<file path="src/rtl/regwe_decoder.sv">
// regwe_decoder: registered multi-port write-enable decoder for the register file.
// Resolves same-address port collisions by fixed priority (port 0 wins) and counts
// the collision cycles. It also runs a one-register-per-cycle clear sweep.
// Optional feature macro: REGWE_ZERO_LOCK_EN. When it is defined, register 0 is
// hardwired and never receives a write enable.

// Per-port decode: decides whether this port wins priority, and produces its one-hot.
module regwe_port #(
  parameter int ADDR_W = 5,
  parameter int PORTS  = 2,
  parameter int IDX    = 0
) (
  input  logic [PORTS-1:0]             valid,
  input  logic [PORTS-1:0][ADDR_W-1:0] addr,
  output logic                         win,
  output logic [(2**ADDR_W)-1:0]       hot
);
  localparam int DEPTH = 2**ADDR_W;

  // A port loses when any higher-priority (lower index) valid port targets its address.
  always_comb begin
    win = valid[IDX];
    for (int q = 0; q < IDX; q++)
      if (valid[q] && (addr[q] == addr[IDX])) win = 1'b0;
    hot = win ? (DEPTH'(1) << addr[IDX]) : '0;
  end
endmodule

module regwe_decoder #(
  parameter int ADDR_W = 5,
  parameter int PORTS  = 2,
  parameter int CNT_W  = 8
) (
  input  logic                      clock,
  input  logic                      reset,
  input  logic [PORTS-1:0]          wr_en,
  input  logic [PORTS*ADDR_W-1:0]   wr_addr,
  input  logic                      clear_req,
  output logic [(2**ADDR_W)-1:0]    we_out,
  output logic [PORTS-1:0]          grant,
  output logic                      conflict,
  output logic [CNT_W-1:0]          conflict_cnt,
  output logic                      busy,
  output logic                      clear_done
);
  localparam int DEPTH = 2**ADDR_W;
  localparam logic [ADDR_W:0] LAST_IDX = (ADDR_W+1)'(DEPTH-1);

  typedef enum logic [1:0] {IDLE, SWEEP, DONE} state_t;

  state_t                      state;
  logic [ADDR_W:0]             sweep_idx;  // one extra bit so the terminal compare never wraps
  logic [PORTS-1:0][ADDR_W-1:0] addr_v;
  logic [PORTS-1:0]            valid;
  logic [PORTS-1:0]            win;
  logic [PORTS-1:0][DEPTH-1:0] hot;
  logic [DEPTH-1:0]            dec_we;
  logic                        dec_conflict;
  logic [DEPTH-1:0]            sweep_hot;

  assign addr_v = wr_addr;

  genvar p;
  generate
    for (p = 0; p < PORTS; p++) begin : g_port
`ifdef REGWE_ZERO_LOCK_EN
      // An address-0 request is treated as if the port were idle.
      assign valid[p] = wr_en[p] && (addr_v[p] != '0);
`else
      assign valid[p] = wr_en[p];
`endif
      regwe_port #(.ADDR_W(ADDR_W), .PORTS(PORTS), .IDX(p)) u_port (
        .valid (valid),
        .addr  (addr_v),
        .win   (win[p]),
        .hot   (hot[p])
      );
    end
  endgenerate

  // Merge the winning ports' one-hots and flag any valid port that lost.
  always_comb begin
    dec_we = '0;
    for (int i = 0; i < PORTS; i++) dec_we |= hot[i];
    dec_conflict = |(valid & ~win);
  end

  // Sweep enable for the current index. Bit 0 stays masked when register 0 is locked.
  always_comb begin
    sweep_hot = DEPTH'(1) << sweep_idx[ADDR_W-1:0];
`ifdef REGWE_ZERO_LOCK_EN
    sweep_hot[0] = 1'b0;
`endif
  end

  // Control FSM. Every output is registered here.
  always_ff @(posedge clock) begin
    if (reset) begin
      state        <= IDLE;
      sweep_idx    <= '0;
      we_out       <= '0;
      grant        <= '0;
      conflict     <= 1'b0;
      conflict_cnt <= '0;
      busy         <= 1'b0;
      clear_done   <= 1'b0;
    end else begin
      case (state)
        IDLE: begin
          we_out     <= dec_we;
          grant      <= win;
          conflict   <= dec_conflict;
          busy       <= 1'b0;
          clear_done <= 1'b0;
          if (dec_conflict && (conflict_cnt != '1))
            conflict_cnt <= conflict_cnt + CNT_W'(1);
          if (clear_req) begin
            state     <= SWEEP;
            sweep_idx <= '0;
          end
        end
        SWEEP: begin
          we_out     <= sweep_hot;
          grant      <= '0;
          conflict   <= 1'b0;
          busy       <= 1'b1;
          clear_done <= 1'b0;
          sweep_idx  <= sweep_idx + (ADDR_W+1)'(1);
          if (sweep_idx == LAST_IDX) state <= DONE;
        end
        DONE: begin
          we_out     <= '0;
          grant      <= '0;
          conflict   <= 1'b0;
          busy       <= 1'b0;
          clear_done <= 1'b1;
          state      <= IDLE;
        end
        default: state <= IDLE;
      endcase
    end
  end
endmodule

</file>
<file path="config.mk">
export PLATFORM = sky130hd
export DESIGN_NAME = regwe_decoder
export DESIGN_NICKNAME = d
export VERILOG_FILES = /design/src/rtl/regwe_decoder.sv
export SDC_FILE = /design/constraint.sdc
export NUM_CORES = 1
export LEC_CHECK = 0
export ABC_AREA = 1
export CORE_MARGIN = 3
export CORE_UTILIZATION = 45
export DETAILED_ROUTE_END_ITERATION = 8
export PLACE_DENSITY = 0.7
export SLEW_MARGIN = 20
export SYNTH_ARGS = -nofsm -noshare
export SYNTH_HDL_FRONTEND = slang
export SYNTH_SLANG_ARGS = --single-unit
</file>
<file path="constraint.sdc">
create_clock -name clock -period 2.1 [get_ports clock]
set_input_delay 0.63 -clock clock [delete_from_list [all_inputs] [get_ports clock]]
set_output_delay 0.63 -clock clock [all_outputs]
set_load 0.05 [all_outputs]
</file>
==> flow_metrics.env, run 1 <==
export IMPL_clock_root_buffer="clkbuf_8"
export IMPL_intPower_w=0.00187
export IMPL_cpPeakStageDelay_ns=0.56
export IMPL_crit_top_cell="nand2_1"
export IMPL_crit_family="buffers and inverters"
export IMPL_tns_ns=0
export IMPL_stdcell_count=694
export IMPL_finalHoldViolations=0
export IMPL_cap_violations=0
export IMPL_first_pass_iters=5
export IMPL_setup_viol=0
export IMPL_ctsLongestPathBuffers=2
export IMPL_hpwl_mm=7.63
export IMPL_leakage_nw=1.76
export IMPL_worstPathRequired_ns=2.36
export IMPL_worstSetupPathType="in2reg"
export IMPL_n_antenna_cell=0
export IMPL_min_period_ns=1.93
export IMPL_grt_overflow_total=0
export IMPL_postSynthNetCount=540
export IMPL_comb_power_share_pct=41.7
export IMPL_drtIter0Drc=305
export IMPL_placed_cell_area_um2=4110
export IMPL_cts_resized=0
export IMPL_tritoncts="yes"
export IMPL_async_flop_share_pct=0
export IMPL_status="completed"
export IMPL_grt_pass1_vias=3542
export IMPL_vias=3770
export IMPL_wire_per_inst_um=14.5
export IMPL_grt_util_all_layers_pct=24.1
export IMPL_drcViolationCount=0
export IMPL_fmax_mhz=519
export IMPL_worst_slew_pin_slew_ns=0.383
export IMPL_ioPinCount=60
export IMPL_post_route_period_util_pct=91.7
export IMPL_dieArea_um2=8400
export IMPL_portBuffers=59
export IMPL_grt_start_max_net_pins=39
export IMPL_synth_main_ff_cell="dfxtp_1"
export IMPL_critPathBufInv=4
export IMPL_crit_path_end_kind="flop"
export IMPL_rrSetupSlack_ns=0.19
export IMPL_synth_edff_count=0
export IMPL_viasPerCell=5.43
export IMPL_antenna_found_initial=0
export IMPL_dp_cells=687
export IMPL_rows=30
export IMPL_die_w_um=91.7
export IMPL_clkLatencyLatePin_ns=0.31
export IMPL_clkTransAtPathRegs_ns=0.10
export IMPL_seqPwrFrac_pct=36.3
export IMPL_vdd_drop_max_uv=321
export IMPL_syn_to_final_growth_pct=27.7
export IMPL_syn_area_um2=3300
export IMPL_critPathMaxFanout=11
export IMPL_drive_above_1_share_pct=18.7
export IMPL_syn_instance_count=514
export IMPL_grt_pass1_wl_mm=16.8
export IMPL_crit_chain="clkdlybuf4s50_1 -> inv_2 -> nand2_1 -> nand2_1 -> nor2_2 -> nand3_4 -> nor2_4 -> buf_4 -> nand3_1 -> nand2_1 -> inv_1 -> nor2_1"
export IMPL_final_max_slew_viol_count=0
export IMPL_yosysUniqueCellTypes=28
export IMPL_post_cts_buffers=0
export IMPL_wl_mm=10.1
export IMPL_ys_warn_count=0
export IMPL_cp_arrival_ns=2.18
export IMPL_swShare_pct=39.6
export IMPL_start_kind="input pin"
export IMPL_gp_congestion=0.973
export IMPL_min_path_type="reg2reg"
export IMPL_fin_nets=624
export IMPL_ys_ff_latch=53
export IMPL_clockPowerShare_pct=22.0
export IMPL_yosysSeqAreaShare_pct=32.1
export IMPL_core_area_um2=6940
export IMPL_synth_avg_cell_area_um2=6.42
export IMPL_hold_buffers=0
export IMPL_finalClockSkew_ns=0.0131
export IMPL_htree_levels=2
export IMPL_grt_setup_unrepaired="no"
export IMPL_start_util_pct=47.5
export IMPL_cts_buffers=5
export IMPL_cpMaxStageDelayCell="clkdlybuf4s50_1"
export IMPL_fp_dieH_um=91.7
export IMPL_p_switching_w=0.00123
export IMPL_relSlewSlack_pct=74.4
export IMPL_design_area_um2=4220
export IMPL_ant_nets=0
export IMPL_p_per_area_nw_per_um2=733
export IMPL_cts_sinks=53
## path summary, 6_finish.rpt
check             start              end  cells past startpoint
min reg2reg    grant[1]         grant[1]                      2
min            grant[1]         grant[1]                      2
max reg2reg    state[0]       we_out[30]                      7
max          wr_addr[3]  conflict_cnt[5]                     12
## per-layer routing
metal  wire length (um)  vias to the layer above  share of wire, %  track usage, %
met5                  0                        -                 0               0
met4                143                        0               1.4            6.16
met3                597                       16               5.9            3.12
met2               4880                      141                48            40.8
met1               4450                     1718                44            32.4
li1                   -                     1895                 -               -
## final cells by class
type	count	area (um2)
fill	725	2730
multi-input combinational	390	1930
sequential	53	1060
timing repair buffer	102	826
inverter	46	178
tap	96	120
clock buffer	5	68.8
clock inverter	2	35.0
## stage by stage
step | utilization, % | worst slack (ns) | power (W) | hold slack (ns)
CTS | 60.7 | 0.160 | 0.00310 | 0.474
finish | 60.7 | 0.174 | 0.00309 | 0.469
detailed placement | 59.2 | -0.167 | 0.00242 | 0.460
global placement | 59.2 | -0.0941 | 0.00240 | 0.455
global route | 60.7 | 0.000977 | 0.00326 | 0.504
floorplan | - | 0.242 | 0.00192 | 0.474
## cells by family after synthesis
| family | after synthesis | synth area share, % |
|---|---|---|
| buffers and inverters | 71 | 9.44 |
| XOR/XNOR | 3 | 0.796 |
| AND/OR/NAND/NOR | 275 | 36.9 |
| flip-flops | 53 | 32.1 |
| adder cells (fa/ha/maj) | 11 | 4.17 |
| AO/OA/AOI/OAI | 101 | 16.5 |
## tightest hold or removal path: cells and delay by family, from the launching register on
family             cells  cell delay, ns
AOI/OAI and AO/OA      1            0.05
DFF                    1            0.32
and+or+nand+nor        1            0.06
## sequential cells by signal (all words and copies together) (netlist names)
signal / cells
conflict_cnt: 8
we_out: 32
clear_done: 1
busy: 1
sweep_idx: 6
grant: 2
conflict: 1
state: 2
## power groups by stage
stage               Clock, W  Combinational [W]  Sequential, W
floorplan                  0           0.000626        0.00129
finish              0.000681            0.00129        0.00112
CTS                 0.000694            0.00128        0.00112
detailed placement         0            0.00128        0.00115
global route        0.000727            0.00140        0.00113
global placement           0            0.00126        0.00114
## layout by cell type (no fill, tap or decap), types with 14 or more instances in the layout
cell type,netlist,routed
nor3_1,18,18
dfxtp_1,53,53
nand2_1,107,107
a21oi_1,61,61
nand3_1,33,33
buf_4,8,86
inv_1,36,36
nor2_1,77,77
nand4_1,28,28
clkdlybuf4s50_1,0,14
o21ai_0,23,23
## cells in the mapped netlist, types with 4 or more instances
master / number / area, um2
nor4_1: 4 / 25.0
nand4_1: 28 / 175
inv_1: 36 / 135
a211oi_1: 12 / 90.1
o21ai_0: 23 / 115
ha_1: 11 / 138
clkbuf_1: 14 / 52.6
nor3_1: 18 / 90.1
buf_4: 8 / 60.1
nor2_1: 77 / 289
a21oi_1: 61 / 305
nand3_1: 33 / 165
inv_2: 7 / 26.3
nand2_1: 107 / 402
dfxtp_1: 53 / 1060
Note: power is estimated with default switching activity, not from simulation.
==> run 2, diff against run 1 <==
--- a/config.mk
+++ b/config.mk
@@ -9,8 +9,8 @@
 export CORE_MARGIN = 3
 export CORE_UTILIZATION = 45
 export DETAILED_ROUTE_END_ITERATION = 8
+export HOLD_SLACK_MARGIN = 0.1
 export PLACE_DENSITY = 0.7
-export SLEW_MARGIN = 20
 export SYNTH_ARGS = -nofsm -noshare
 export SYNTH_HDL_FRONTEND = slang
 export SYNTH_SLANG_ARGS = --single-unit
==> results of run 2 <==
Final layout, timing and power as in run 1 (identical DEF).
==> run 3, diff against run 2 <==
--- a/config.mk
+++ b/config.mk
@@ -8,9 +8,11 @@
 export ABC_AREA = 1
 export CORE_MARGIN = 3
 export CORE_UTILIZATION = 45
+export CTS_BUF_LIST = sky130_fd_sc_hd__clkbuf_8 sky130_fd_sc_hd__clkbuf_16
 export DETAILED_ROUTE_END_ITERATION = 8
-export HOLD_SLACK_MARGIN = 0.1
+export HOLD_SLACK_MARGIN = 0.15
 export PLACE_DENSITY = 0.7
+export SLEW_MARGIN = 0
 export SYNTH_ARGS = -nofsm -noshare
 export SYNTH_HDL_FRONTEND = slang
 export SYNTH_SLANG_ARGS = --single-unit
==> results of run 3 <==
Final layout, timing and power as in run 1 (identical DEF).
